## config.mk

```make
export PLATFORM = sky130hd
export DESIGN_NAME = btnctrl_pixel_fetch_flat
export DESIGN_NICKNAME = d
export VERILOG_FILES = /design/src/rtl/btnctrl_pixel_fetch_if.sv /design/src/rtl/btnctrl_pixel_fetch.sv /design/src/flat_wrapper.sv
export SDC_FILE = /design/constraint.sdc
export NUM_CORES = 1
export LEC_CHECK = 0
export ABC_AREA = 1
export CAP_MARGIN = 40
export CORE_ASPECT_RATIO = 0.5
export CORE_MARGIN = 2
export CORE_UTILIZATION = 54
export CTS_CLUSTER_DIAMETER = 120
export DETAILED_ROUTE_END_ITERATION = 8
export PLACE_DENSITY = 0.94
export SYNTH_ARGS = -nofsm -noshare
export SYNTH_HDL_FRONTEND = slang
export SYNTH_SLANG_ARGS = --single-unit
```

## constraint.sdc

```tcl
create_clock -name clk -period 2.8 [get_ports clk]
set_input_delay 0.7 -clock clk [delete_from_list [all_inputs] [get_ports clk]]
set_output_delay 0.7 -clock clk [all_outputs]
set_load 0.01 [all_outputs]
```

## src/rtl/btnctrl_pixel_fetch_if.sv

```systemverilog
// rtl/btnctrl_pixel_fetch_if.sv - read-only SRAM bus between pixel fetch and screen SRAM
//   sram_en   : read enable, driven by the fetch side
//   sram_addr : read address, driven by the fetch side
//   sram_data : registered read data, one cycle after sram_addr
interface btnctrl_pixel_fetch_if #(
  parameter int DATA_WIDTH = 8,
  parameter int ADDR_WIDTH = 16
);
  logic                  sram_en;
  logic [ADDR_WIDTH-1:0] sram_addr;
  logic [DATA_WIDTH-1:0] sram_data;

  modport master (output sram_en, output sram_addr, input sram_data);
  modport slave  (input sram_en, input sram_addr, output sram_data);
endinterface

```

## src/rtl/btnctrl_pixel_fetch.sv

```systemverilog
// rtl/btnctrl_pixel_fetch.sv - 2x-scaled RGB332 window fetch, RGB444 composite and blink FSM
//   clk, reset_n          : pixel clock, asynchronous active-low reset
//   pixel_x/pixel_y       : current VGA coordinate
//   video_on              : visible-area flag
//   frame_tick, blink_req : start-of-frame pulse, blink request pulse
//   bg_rgb                : background colour aligned with pixel_x/y
//   sram                  : SRAM read bus (master side)
//   rgb_o/rgb_valid       : composited pixel, video_on delayed 3 cycles
//   sprite_hit            : opaque image pixel drawn
//   blink_busy            : blink sequence in progress
module btnctrl_pixel_fetch #(
  parameter int                  DATA_WIDTH   = 8,
  parameter int                  ADDR_WIDTH   = 16,
  parameter int                  IMG_W        = 160,
  parameter int                  IMG_H        = 120,
  parameter int                  ORG_X        = 160,
  parameter int                  ORG_Y        = 120,
  parameter logic [DATA_WIDTH-1:0] TRANSPARENT = 8'hE3,
  parameter int                  BLINK_FRAMES = 8,
  parameter int                  BLINK_COUNT  = 3
) (
  input  logic                  clk,
  input  logic                  reset_n,
  input  logic [9:0]            pixel_x,
  input  logic [9:0]            pixel_y,
  input  logic                  video_on,
  input  logic                  frame_tick,
  input  logic                  blink_req,
  input  logic [11:0]           bg_rgb,
  btnctrl_pixel_fetch_if.master sram,
  output logic [11:0]           rgb_o,
  output logic                  rgb_valid,
  output logic                  sprite_hit,
  output logic                  blink_busy
);

  localparam logic [9:0] X_LO = 10'(ORG_X);
  localparam logic [9:0] X_HI = 10'(ORG_X + 2 * IMG_W);
  localparam logic [9:0] Y_LO = 10'(ORG_Y);
  localparam logic [9:0] Y_HI = 10'(ORG_Y + 2 * IMG_H);
  localparam int FW = (BLINK_FRAMES < 2) ? 1 : $clog2(BLINK_FRAMES + 1);
  localparam int PW = (BLINK_COUNT  < 2) ? 1 : $clog2(BLINK_COUNT + 1);

  // ---------------- stage 1: window test and address ----------------
  logic                  in_win;
  logic [9:0]            dx_half, dy_half;
  logic [ADDR_WIDTH-1:0] addr_calc;

  assign in_win = video_on && (pixel_x >= X_LO) && (pixel_x < X_HI)
                           && (pixel_y >= Y_LO) && (pixel_y < Y_HI);
  // Each source pixel covers a 2x2 screen block, so drop the LSB of the offset.
  assign dx_half   = (pixel_x - X_LO) >> 1;
  assign dy_half   = (pixel_y - Y_LO) >> 1;
  assign addr_calc = ADDR_WIDTH'(dy_half) * ADDR_WIDTH'(IMG_W) + ADDR_WIDTH'(dx_half);

  logic        win1, von1, win2, von2;
  logic [11:0] bg1, bg2;

  always_ff @(posedge clk or negedge reset_n) begin
    if (!reset_n) begin
      sram.sram_en   <= 1'b0;
      sram.sram_addr <= '0;
      win1           <= 1'b0;
      von1           <= 1'b0;
      bg1            <= '0;
    end else begin
      sram.sram_en <= in_win;
      // Holding the address outside the window avoids needless SRAM toggling.
      if (in_win) sram.sram_addr <= addr_calc;
      win1 <= in_win;
      von1 <= video_on;
      bg1  <= bg_rgb;
    end
  end

  // ---------------- stage 2: SRAM read in flight ----------------
  always_ff @(posedge clk or negedge reset_n) begin
    if (!reset_n) begin
      win2 <= 1'b0;
      von2 <= 1'b0;
      bg2  <= '0;
    end else begin
      win2 <= win1;
      von2 <= von1;
      bg2  <= bg1;
    end
  end

  // ---------------- blink FSM ----------------
  typedef enum logic [1:0] {S_IDLE, S_ON, S_OFF} blink_state_t;

  blink_state_t  state, state_nxt;
  logic [FW-1:0] frame_cnt, frame_nxt;
  logic [PW-1:0] pair_cnt, pair_nxt, pair_inc;
  logic          frame_last;
  logic          blink_inv;

  assign frame_last = (frame_cnt == FW'(BLINK_FRAMES - 1));
  assign pair_inc   = pair_cnt + PW'(1);

  always_ff @(posedge clk or negedge reset_n) begin
    if (!reset_n) begin
      state     <= S_IDLE;
      frame_cnt <= '0;
      pair_cnt  <= '0;
    end else begin
      state     <= state_nxt;
      frame_cnt <= frame_nxt;
      pair_cnt  <= pair_nxt;
    end
  end

  always_comb begin
    state_nxt = state;
    frame_nxt = frame_cnt;
    pair_nxt  = pair_cnt;
    case (state)
      S_IDLE: begin
        // A frame_tick coinciding with the request is deliberately not counted.
        if (blink_req) begin
          state_nxt = S_ON;
          frame_nxt = '0;
          pair_nxt  = '0;
        end
      end
      S_ON: begin
        if (frame_tick) begin
          if (frame_last) begin
            state_nxt = S_OFF;
            frame_nxt = '0;
          end else begin
            frame_nxt = frame_cnt + FW'(1);
          end
        end
      end
      S_OFF: begin
        if (frame_tick) begin
          if (frame_last) begin
            frame_nxt = '0;
            pair_nxt  = pair_inc;
            state_nxt = (pair_inc == PW'(BLINK_COUNT)) ? S_IDLE : S_ON;
          end else begin
            frame_nxt = frame_cnt + FW'(1);
          end
        end
      end
      default: state_nxt = S_IDLE;
    endcase
  end

  always_comb begin
    blink_busy = (state != S_IDLE);
    blink_inv  = (state == S_ON);
  end

  // ---------------- stage 3: expand and composite ----------------
  logic [DATA_WIDTH-1:0] d;
  logic [11:0]           img, img_x;
  logic                  opaque;

  assign d      = sram.sram_data;
  // Replicate the MSBs so full-scale RGB332 maps to full-scale RGB444.
  assign img    = {d[7:5], d[7], d[4:2], d[4], d[1:0], d[1:0]};
  assign img_x  = blink_inv ? (img ^ 12'hFFF) : img;
  assign opaque = win2 && (d != TRANSPARENT);

  always_ff @(posedge clk or negedge reset_n) begin
    if (!reset_n) begin
      rgb_o      <= '0;
      rgb_valid  <= 1'b0;
      sprite_hit <= 1'b0;
    end else begin
      rgb_valid  <= von2;
      sprite_hit <= opaque;
      if (!von2)       rgb_o <= '0;
      else if (opaque) rgb_o <= img_x;
      else             rgb_o <= bg2;
    end
  end

endmodule

```

## src/flat_wrapper.sv

```systemverilog
// flat-port wrapper written by rule: the top's interface ports become plain ports
module btnctrl_pixel_fetch_flat 
#(
  parameter int                  DATA_WIDTH   = 8,
  parameter int                  ADDR_WIDTH   = 16,
  parameter int                  IMG_W        = 160,
  parameter int                  IMG_H        = 120,
  parameter int                  ORG_X        = 160,
  parameter int                  ORG_Y        = 120,
  parameter logic [DATA_WIDTH-1:0] TRANSPARENT = 8'hE3,
  parameter int                  BLINK_FRAMES = 8,
  parameter int                  BLINK_COUNT  = 3
)
  (clk, reset_n, pixel_x, pixel_y, video_on, frame_tick, blink_req, bg_rgb, rgb_o, rgb_valid, sprite_hit, blink_busy, sram_sram_en, sram_sram_addr, sram_sram_data);
  btnctrl_pixel_fetch_if #(.DATA_WIDTH(DATA_WIDTH), .ADDR_WIDTH(ADDR_WIDTH)) sram_i ();
  input  logic clk;
  input  logic reset_n;
  input  logic [9:0] pixel_x;
  input  logic [9:0] pixel_y;
  input  logic video_on;
  input  logic frame_tick;
  input  logic blink_req;
  input  logic [11:0] bg_rgb;
  output logic [11:0] rgb_o;
  output logic rgb_valid;
  output logic sprite_hit;
  output logic blink_busy;
  output wire logic [$bits(sram_i.sram_en)-1:0] sram_sram_en;
  output wire logic [$bits(sram_i.sram_addr)-1:0] sram_sram_addr;
  input wire logic [$bits(sram_i.sram_data)-1:0] sram_sram_data;
  assign sram_sram_en = sram_i.sram_en;
  assign sram_sram_addr = sram_i.sram_addr;
  assign sram_i.sram_data = sram_sram_data;
  btnctrl_pixel_fetch #(.DATA_WIDTH(DATA_WIDTH), .ADDR_WIDTH(ADDR_WIDTH), .IMG_W(IMG_W), .IMG_H(IMG_H), .ORG_X(ORG_X), .ORG_Y(ORG_Y), .TRANSPARENT(TRANSPARENT), .BLINK_FRAMES(BLINK_FRAMES), .BLINK_COUNT(BLINK_COUNT)) u_core (.clk(clk), .reset_n(reset_n), .pixel_x(pixel_x), .pixel_y(pixel_y), .video_on(video_on), .frame_tick(frame_tick), .blink_req(blink_req), .bg_rgb(bg_rgb), .sram(sram_i), .rgb_o(rgb_o), .rgb_valid(rgb_valid), .sprite_hit(sprite_hit), .blink_busy(blink_busy));
endmodule
```

==> impl_results.md, run 1 <==
- CP peak stage delay: 0.47 ns
- Post-Syn Area: 3437 sq um
- CP most frequent cell: nand2_1
- Vias in the first global route: 3050
- Total CTS buffers: 9
- Port bufs: 76
- H-tree depth: 3
- Count of nets after finishing: 576
- Final wirelength: 8782 um
- Vias: 3025
- Yosys warning count: 0
- Worst skew pair latency: 0.32 ns
- VDD IR max: 0.4152 mV
- Pre-Repair DR Iteration Count: 4
- R2R setup slack: 0.98 ns
- Cell Chain, Critical Path: clkdlybuf4s50_1 -> ha_1 -> ha_2 -> fa_2 -> nand2_1 -> inv_1 -> nand2_1 -> nand2_1 -> a21oi_2 -> nor2_4 -> xnor2_1 -> o21ai_1
- Reg2Reg Capture Point: u_core.frame_cnt[3]$_DFFE_PN0P_
- Post-DP HPWL: 5859 um
- Antenna viol nets, final: 0
- CTS tree: built
- First-pass GRT wire length: 13610 um
- Critical path buffer and inverter count: 2
- Cell area after layout: 5070 sq um
- Cell family with the largest share of critical-path delay: adder cells
- Routed length on met2: 4793 um
- Clock Skew: 0.002988 ns
- Clk sinks: 66
- Fill count: 365
- Die area: 7058 sq um
- Initial DRC count: 239
- GP Congestion: 0.8615
- N_diodes: 0
- Layout cells sized above 1: 0.2047
- Post-synth EDFFs: 0
- Gate Count Post-Synth: 383
- Bufs on Longest Clock Path: 2
- Gr usage total: 0.2553
- Top Layer Used: met4
- F_max: 0.3621 GHz
- Relative max-transition margin: 0.5912
- Root buffer cell: clkbuf_16
- Crit path arrival time: 2.96 ns
- Leak Pwr: 2.452 nW
- Hold Path Stages: 0
- Min-Delay Endpoint: u_core.bg2[4]$_DFF_PN0_
- Crit Path Max Fanout: 4
- Worst Reg-to-Reg Cells: 10
- Least-Margin Pin Slew: 0.6133 ns
- Final Slew Violations: 0
- Die height: 60.42 um
- Crit Path Category: in -> reg
- Leading area contributor after synthesis: dfrtp_1
- Area Growth Syn to Fin: 47.51%
- Die Width: 116.8 um
- Top cells by count, synth: 82 x nand2_1, 66 x dfrtp_1, 49 x inv_1
- CP startpoint: pixel_y[2]
- CTS clk-pin slew, worst paths: 0.05 ns
- Largest net degree at the start of global routing: 41
- Worst Setup End Kind: register
- Netlist cell types: 29
- CP max-delay cell: fa_2
- Post-synth ARST share: 1.000
- CORE AREA: 6106 sq um
- Synth Area per Inst: 8.974 sq um
- CP Data Required Time: 3.00 ns
- Power Dens Cells: 761.7 nW/um^2
- Status: completed
- Overflow after GRT: 0
- Post-Place Cells: 579
- Rows: 20
- Most frequent cell after synthesis: nand2_1
- Startpoint Class: primary input
- Initial core utilization: 0.5629
- Hold path start: u_core.bg1[4]$_DFF_PN0_
- Final Hold Vio Count: 0
- FF-to-FF Start: u_core.state[0]$_DFFE_PN0P_
- Net Count, Synth: 456
- Register area share after synthesis: 0.4805
- Area share of the largest cell type after synthesis: 0.4805
- Post-layout min period: 2.762 ns
- Post-Layout Cell Count: 596
- Register bit total from synthesis: 66
- Area contributors post-synth: dfrtp_1 48%, ha_1 9.5%, nand2_1 9.0%
- Core Util, Final: 0.8303
- I/O pins: 77
- Ys flop type: dfrtp_1
- # setup viols final: 0
- Residual DRC count: 0
- Drt via density: 5.076
- Initial antenna violation count: 0
- Placed Instance Area: 4571 sq um
- Routed met3 length: 322 um
- Hold Path Class: reg -> reg
- Sum Neg Setup Slack: 0 ns
- M1 WL: 3399 um
- CTS Hold Bufs: 0
- Wirelength per Cell: 14.73 um
- Period utilization: 0.9863
- MaxCap Viol Count: 0
## layer usage
metal	vias up	GRT usage
met5	-	0
met4	0	0.09412
met3	26	0.05495
met2	84	0.5021
met1	1453	0.2785
li1	1462	-
## worst reg2reg max path, delay by kind of cell, from the launching register on
kind	cells	cell delay, ns
buffers and inverters	3	0.31
and+or+nand+nor	4	0.62
AOI/OAI and AO/OA	2	0.19
adders and majority gates	1	0.20
DFF	1	0.40
## per-stage QoR
stage                     setup slack, ns  hold WS, ns  power, mW
after global routing             -0.07862       0.3552      4.094
after floorplan                   0.06203       0.3312      1.999
after detailed placement          -0.6604       0.3364      2.561
final                             0.03823       0.3463      3.862
after global placement            -0.4995       0.3318      2.493
after CTS                        0.008225       0.3478      3.768
## repair_timing
item                                    in CTS  in global routing
endpoints found under the setup margin       7                  7
buffers inserted                             0                  1
resized for setup                           11                 29
pin swaps                                    2                  4
cloned                                       0                  0
## worst max path at each step
stage	endpoint	slack (ns)	cells past startpoint
after floorplan	u_core.sram.sram_addr[14]$_DFFE_PN0P_	0.06	13
after global placement	u_core.sram.sram_addr[15]$_DFFE_PN0P_	-0.50	17
after detailed placement	u_core.sram.sram_addr[15]$_DFFE_PN0P_	-0.66	18
after CTS	u_core.sram.sram_addr[15]$_DFFE_PN0P_	0.008	15
after global routing	u_core.sram.sram_addr[12]$_DFFE_PN0P_	-0.08	12
final	u_core.sram.sram_addr[12]$_DFFE_PN0P_	0.04	12
## cells by family (layout without fill, tap and decap cells)
logic type	count (synthesis)	count (layout)	share of synthesized area
and+or+nand+nor	162	162	0.1977
DFF	66	66	0.4805
buffers and inverters	56	181	0.06771
AOI/OAI and AO/OA	46	46	0.08409
adders and majority gates	28	28	0.1063
xor gates and xnor gates	25	25	0.06371
## flip-flops by register name, indices dropped and copies added (netlist names)
register               flops
u_core.sram.sram_addr     16
u_core.bg1                12
u_core.bg2                12
u_core.rgb_o              12
u_core.frame_cnt           4
u_core.pair_cnt            2
u_core.state               2
u_core.rgb_valid           1
u_core.sprite_hit          1
u_core.sram.sram_en        1
u_core.von1                1
u_core.von2                1
u_core.win2                1
## cell usage in the layout (no fill, tap or decap), drive strengths merged
| cell type | count |
|---|---|
| a211oi | 1 |
| a21o | 1 |
| a21oi | 13 |
| a31oi | 1 |
| a41oi | 1 |
| buf | 40 |
| bufinv | 2 |
| clkbuf | 13 |
| clkdlybuf4s15 | 1 |
| clkdlybuf4s50 | 70 |
| clkinv | 3 |
| dfrtp | 66 |
| dlymetal6s2s | 2 |
| fa | 2 |
| ha | 26 |
| inv | 50 |
| nand2 | 88 |
| nand3 | 26 |
| nand4 | 3 |
| nor2 | 39 |
| nor3 | 4 |
| nor3b | 1 |
| o21a | 1 |
| o21ai | 26 |
| o31ai | 2 |
| or2 | 1 |
| xnor2 | 16 |
| xor2 | 9 |
## power breakdown
group	leakage [nW]	internal [mW]	total, mW	switching (mW)
combinational	1.48	0.716	1.50	0.787
clock	0.153	0.777	1.16	0.381
sequential	0.818	1.11	1.20	0.0887
## cell type report
cell class,count,area (sq um),area share
Multi-Input combinational cell,261,1753,0.3458
Sequential cell,66,1652,0.3258
Timing Repair Buffer,115,1056,0.2083
Clock buffer,11,232.7,0.04590
Inverter,50,187.7,0.03702
Tap cell,88,110.1,0.02172
Clock inverter,5,78.83,0.01555
(Power assumes the default switching activity.)
==> inputs of run 2 (changes only) <==
--- a/config.mk
+++ b/config.mk
@@ -9,10 +9,10 @@
 export CAP_MARGIN = 40
 export CORE_ASPECT_RATIO = 0.5
 export CORE_MARGIN = 2
-export CORE_UTILIZATION = 54
+export CORE_UTILIZATION = 32
 export CTS_CLUSTER_DIAMETER = 120
 export DETAILED_ROUTE_END_ITERATION = 8
-export PLACE_DENSITY = 0.94
+export PLACE_DENSITY = 0.64
 export SYNTH_ARGS = -nofsm -noshare
 export SYNTH_HDL_FRONTEND = slang
 export SYNTH_SLANG_ARGS = --single-unit
==> impl_results.md, run 2 (synthesis results as in run 1) <==
- VDD IR max: 0.4345 mV (+4.7%)
- Logic pwr share: 0.374 (-0.015)
- MaxCap Viol Count: 0 (unchanged)
- Relative max-transition margin: 0.6096 (+0.01844)
- Clock power share: 0.321 (+0.021)
- Seq pwr share: 0.305 (-0.006)
- CORE AREA: 10310 sq um (+69%)
- Port bufs: 76 (unchanged)
- Bufs on Longest Clock Path: 2 (unchanged)
- First-pass GRT wire length: 12540 um (-7.9%)
- Antenna viol nets, final: 0 (unchanged)
- Post-Layout Cell Count: 652 (+9.4%)
- F_max: 0.3683 GHz (+1.7%)
- Pre-Repair DR Iteration Count: 4 (unchanged)
- Initial antenna violation count: 0 (unchanged)
- GP Congestion: 0.8755 (+1.6%)
- Total CTS buffers: 9 (unchanged)
- Vias: 2842 (-6.0%)
- Clock Skew: 0.005690 ns (+0.002701 ns)
- Final wirelength: 7769 um (-12%)
- CTS Hold Bufs: 0 (unchanged)
- CTS clk-pin slew, worst paths: 0.05 ns (about the same)
- Post-DP HPWL: 5845 um (-0.25%)
- Final Slew Violations: 0 (unchanged)
- Hold Path Class: in -> async
- Area Growth Syn to Fin: 52.68%
- I/O pins: 77 (unchanged)
- Residual DRC count: 0 (unchanged)
- Overflow after GRT: 0 (unchanged)
- Core Util, Final: 0.5089 (-0.3215)
- Worst Setup End Kind: register
- Startpoint Class: primary input
- Leak Pwr: 2.482 nW (+1.2%)
- Total Power: 3.923 mW (+1.6%)
- Root buffer cell: clkbuf_16
- Crit path arrival time: 2.93 ns (-0.03 ns)
- Post-layout min period: 2.715 ns (-0.04636 ns)
- Count of nets after finishing: 580 (+0.69%)
- Cell Int Power: 2.706 mW (+3.9%)
- Clk sinks: 66 (unchanged)
- Commonest non-fill, non-tap cell in the layout: nand2_1
- Worst skew pair latency: 0.32 ns (about the same)
- # setup viols final: 0 (unchanged)
- Largest net degree at the start of global routing: 31 (-24%)
- Rows: 26 (+30%)
- CP Data Required Time: 3.02 ns (+0.02 ns)
- Drt via density: 4.359 (-14%)
- Wirelength per Cell: 11.92 um (-19%)
- Least-Margin Pin Slew: 0.5795 ns (-0.03378 ns)
- CTS tree: built
- Top reg by flops: u_core.sram.sram_addr
- Layout cells sized above 1: 0.2266 (+0.02184)
- Most frequent cells in the layout: 75 x nand2_1, 71 x clkdlybuf4s50_1, 66 x dfrtp_1, 49 x inv_1, 43 x buf_4
- Status: completed
- Initial core utilization: 0.3333 (-0.2296)
- Sw Ratio: 0.3103 (-0.01526)
- Crit Path Category: in -> reg
- P_sw: 1.217 mW (-3.2%)
- Die area: 11640 sq um (+65%)
- Power Dens Cells: 747.6 nW/um^2 (-1.8%)
- Hold WS: 0.2512 ns (-0.09515 ns)
- Period utilization: 0.9698 (-0.01656)
- H-tree depth: 3 (unchanged)
- Die Width: 150.6 um (+29%)
- Initial DRC count: 125 (-48%)
- Vias in the first global route: 2791 (-8.5%)
- Die height: 77.29 um (+28%)
- Final Hold Vio Count: 0 (unchanged)
- Max FFs per register: 16 (unchanged)
- N_diodes: 0 (unchanged)
- Crit Path Max Fanout: 4 (unchanged)
- Gr usage total: 0.1385 (-0.1168)
- Post-Place Cells: 634 (+9.5%)
-- run 2: cell count changes in the layout (fill, tap and decap cells not counted), sizes merged --
cell / delta
dlymetal6s2s: -1
clkinv: +1
buf: +4
bufinv: +1
clkdlybuf4s15: -1
clkbuf: -4
clkdlybuf4s50: +1
dlygate4sd2: +3
-- run 2: power by group through the flow --
stage | registers [mW] | clock network (mW) | logic, mW
6_report | 1.20 | 1.26 | 1.47
5_1_grt | 1.22 | 1.34 | 1.63
4_1_cts | 1.20 | 1.29 | 1.39
3_5_place_dp | 1.21 | 0 | 1.34
3_3_place_gp | 1.21 | 0 | 1.32
2_1_floorplan | 1.25 | 0 | 0.752
-- run 2: per-stage QoR --
step           TNS [ns]  instance area [sq um]  setup slack [ns]
3_5_place_dp     -3.730                   4646           -0.6004
3_3_place_gp     -3.476                   4646           -0.5646
2_1_floorplan         0                   3452           0.06203
6_report              0                   5248           0.08458
5_1_grt        -0.05824                   5248          -0.03705
4_1_cts               0                   5081           0.05729
-- run 2: worst max-delay path: stages --
cell           delay [ns]
dlygate4sd2_1        0.27
ha_4                 0.28
ha_4                 0.25
ha_4                 0.16
fa_2                 0.57
nand2_2              0.07
inv_1                0.06
nand2_1              0.07
nand2_2              0.09
a21oi_4              0.05
nor2_4               0.14
nand4_1              0.10
nand3_1              0.08
nand2_1              0.05
-- run 2: worst paths after layout --
| check | from | to | slack [ns] | depth (start not counted) |
|---|---|---|---|---|
| worst max-delay path | pixel_y[3] | u_core.sram.sram_addr[14]$_DFFE_PN0P_ | 0.08 | 14 |
| worst min-delay path | reset_n | u_core.sram.sram_addr[4]$_DFFE_PN0P_ | 0.25 | 1 |
| worst max register to register | u_core.state[0]$_DFFE_PN0P_ | u_core.frame_cnt[3]$_DFFE_PN0P_ | 1.03 | 10 |
| worst min register to register | u_core.bg1[2]$_DFF_PN0_ | u_core.bg2[2]$_DFF_PN0_ | 0.35 | 0 |
| max in group asynchronous | reset_n | u_core.bg2[0]$_DFF_PN0_ | 1.89 | 2 |
| min in group clk | u_core.bg1[2]$_DFF_PN0_ | u_core.bg2[2]$_DFF_PN0_ | 0.35 | 0 |
-- run 2: per-layer routing --
metal  track usage  wire length [um]  share of wire  vias to the layer above
met3       0.03690               246          0.032                       10
met1        0.1654              3440           0.44                     1328
li1              -                 -              -                     1464
met4       0.04717               132          0.017                        0
met2        0.2414              3950           0.51                       40
met5             0                 0              0                        -
-- run 2: area by class of cell --
type                    instances  area [sq um]
clock buffers                   9         225.2
inverters                      50         187.7
well taps                     140         175.2
multi-input cells             261          1813
fillers                       961          5065
repair buffers                119          1077
flip-flops and latches         66          1652
clock inverters                 7         117.6
-- run 2: timing repair --
| item | CTS | global route |
|---|---|---|
| endpoints found under the setup margin | 7 | 7 |
| pin swaps | 4 | 5 |
| gates resized for setup | 15 | 28 |
| setup buffers | 1 | 1 |
==> inputs of run 3 (changes only) <==
--- a/config.mk
+++ b/config.mk
@@ -12,7 +12,6 @@
 export CORE_UTILIZATION = 32
 export CTS_CLUSTER_DIAMETER = 120
 export DETAILED_ROUTE_END_ITERATION = 8
-export PLACE_DENSITY = 0.64
 export SYNTH_ARGS = -nofsm -noshare
 export SYNTH_HDL_FRONTEND = slang
 export SYNTH_SLANG_ARGS = --single-unit
==> constraint.sdc (replaced) <==
create_clock -name clk -period 2.5 [get_ports clk]
set_input_delay 0.625 -clock clk [delete_from_list [all_inputs] [get_ports clk]]
set_output_delay 0.625 -clock clk [all_outputs]
set_load 0.01 [all_outputs]
==> impl_results.md, run 3 (synthesis results as in run 1) <==
- Drt via density: 4.366 (+0.17%)
- F_max: 0.4145 GHz
- Clock Skew: 0.004142 ns (-0.001547 ns)
- Initial core utilization: 0.3333 (unchanged)
- Die area: 11640 sq um (unchanged)
- Initial antenna violation count: 0 (unchanged)
- Overflow after GRT: 0 (unchanged)
- Crit Path Max Fanout: 4 (unchanged)
- First-pass GRT wire length: 12720 um (+1.5%)
- CTS tree: built
- MaxCap Viol Count: 0 (unchanged)
- Gr usage total: 0.1397 (+0.001220)
- Total CTS buffers: 9 (unchanged)
- Post-DP HPWL: 5610 um (-4.0%)
- Die Width: 150.6 um (unchanged)
- Final setup margin: 0.08724 ns (+0.002658 ns)
- Leak Pwr: 2.481 nW (about the same)
- Vias: 2838 (-0.14%)
- Count of nets after finishing: 578 (-0.34%)
- Hold Path Class: in -> async
- Area Growth Syn to Fin: 54.79%
- CP Data Required Time: 2.71 ns (-0.31 ns)
- Most frequent cells in the layout: 71 x nand2_1, 66 x dfrtp_1, 64 x clkdlybuf4s50_1, 46 x inv_1, 37 x buf_4
- Final Hold Vio Count: 0 (unchanged)
- Clk sinks: 66 (unchanged)
- Relative max-transition margin: 0.6127 (+0.003064)
- Rows: 26 (unchanged)
- Post-layout min period: 2.413 ns
- Layout cells sized above 1: 0.2608 (+0.03422)
- Commonest non-fill, non-tap cell in the layout: nand2_1
- DP Worst Slack: -0.7858 ns (-0.1853 ns)
- Final wirelength: 7664 um (-1.4%)
- H-tree depth: 3 (unchanged)
- N_diodes: 0 (unchanged)
- Worst Setup End Kind: register
- Power Dens Cells: 802.9 nW/um^2 (+7.4%)
- Pre-Repair DR Iteration Count: 4 (unchanged)
- Bufs on Longest Clock Path: 2 (unchanged)
- Core Util, Final: 0.5159 (+0.007037)
- Final Slew Violations: 0 (unchanged)
- Period utilization: 0.9651
- Residual DRC count: 0 (unchanged)
- Worst skew pair latency: 0.31 ns (about the same)
- GP Congestion: 0.8227 (-6.0%)
- CORE AREA: 10310 sq um (unchanged)
- Crit path arrival time: 2.62 ns (-0.31 ns)
- Vias in the first global route: 2741 (-1.8%)
- Crit Path Category: in -> reg
- Die height: 77.29 um (unchanged)
- VDD IR max: 0.4371 mV (+0.58%)
- Wirelength per Cell: 11.79 um (-1.0%)
- CTS clk-pin slew, worst paths: 0.05 ns (about the same)
- Antenna viol nets, final: 0 (unchanged)
- Hold WS: 0.3043 ns (+0.05311 ns)
- RSZ-0062 raised after global routing: yes
- Max FFs per register: 16 (unchanged)
- Least-Margin Pin Slew: 0.5749 ns (-0.004547 ns)
- Startpoint Class: primary input
- I/O pins: 77 (unchanged)
- Status: completed
- Port bufs: 76 (unchanged)
- # setup viols final: 0 (unchanged)
- Root buffer cell: clkbuf_16
- Initial DRC count: 113 (-9.6%)
- Largest net degree at the start of global routing: 67 (+120%)
- Top reg by flops: u_core.sram.sram_addr
run 3: cell count changes in the layout (fill, tap and decap cells not counted), moves of 3 or more:
cell	change
inv_1	-3
clkbuf_2	+3
buf_4	-6
clkdlybuf4s50_1	-7
inv_2	+3
nand2_1	-4
ha_2	+3
nand2_2	+3
ha_1	-4
run 3: area by class of cell:
| class | instances | area [sq um] |
|---|---|---|
| fill | 948 | 4992 |
| multi-input combinational | 261 | 1908 |
| tap | 140 | 175.2 |
| clock inverter | 4 | 50.05 |
| sequential | 66 | 1652 |
| timing repair buffer | 117 | 1091 |
| inverter | 50 | 187.7 |
| clock buffer | 12 | 256.5 |
run 3: timing repair:
item,CTS,global route
endpoints found under the setup margin,7,6
setup buffers,3,1
resized for setup,40,42
pin swaps,20,26
hold buffers,0,0
run 3: where the power goes:
| part | internal (mW) | switching, mW | total, mW |
|---|---|---|---|
| clock network | 0.824 | 0.420 | 1.24 |
| registers | 1.25 | 0.0942 | 1.34 |
| logic | 0.839 | 0.850 | 1.69 |
run 3: per-stage QoR:
step	power [mW]	area (sq um)	cells	TNS (ns)
2_1_floorplan	2.267	3506	383	-0.07901
3_3_place_gp	2.868	4702	630	-5.135
3_5_place_dp	2.889	4702	630	-5.318
4_1_cts	4.222	5179	649	0
5_1_grt	4.586	5320	650	0
6_report	4.271	5320	650	0
run 3: per-layer routing:
metal,routed length [um],GRT usage,up-vias
met3,264,0.04286,11
met1,3596,0.1765,1317
met5,0,0,-
met4,118,0.04340,0
met2,3684,0.2295,47
li1,-,-,1463
run 3: worst paths after layout:
check	startpoint	to	slack (ns)	cells after the start
min in group clk	u_core.bg1[2]$_DFF_PN0_	u_core.bg2[2]$_DFF_PN0_	0.34	0
setup reg to reg	u_core.state[0]$_DFFE_PN0P_	u_core.frame_cnt[3]$_DFFE_PN0P_	0.71	10
hold / removal	reset_n	u_core.sram.sram_addr[4]$_DFFE_PN0P_	0.30	2
hold reg to reg	u_core.bg1[2]$_DFF_PN0_	u_core.bg2[2]$_DFF_PN0_	0.34	0
max in group asynchronous	reset_n	u_core.pair_cnt[1]$_DFFE_PN0P_	1.89	2
setup / recovery	pixel_y[3]	u_core.sram.sram_addr[14]$_DFFE_PN0P_	0.09	14
run 3: critical path, cell delays in order:
cell and delay (ns):
buf_8 0.10, ha_4 0.28, ha_4 0.20, ha_4 0.16
fa_2 0.58, nand2_4 0.07, inv_2 0.05, nand2_2 0.05
nand2_2 0.08, a21oi_4 0.05, nor2_4 0.14, nand4_1 0.10
nand3_1 0.09, nand2_1 0.05
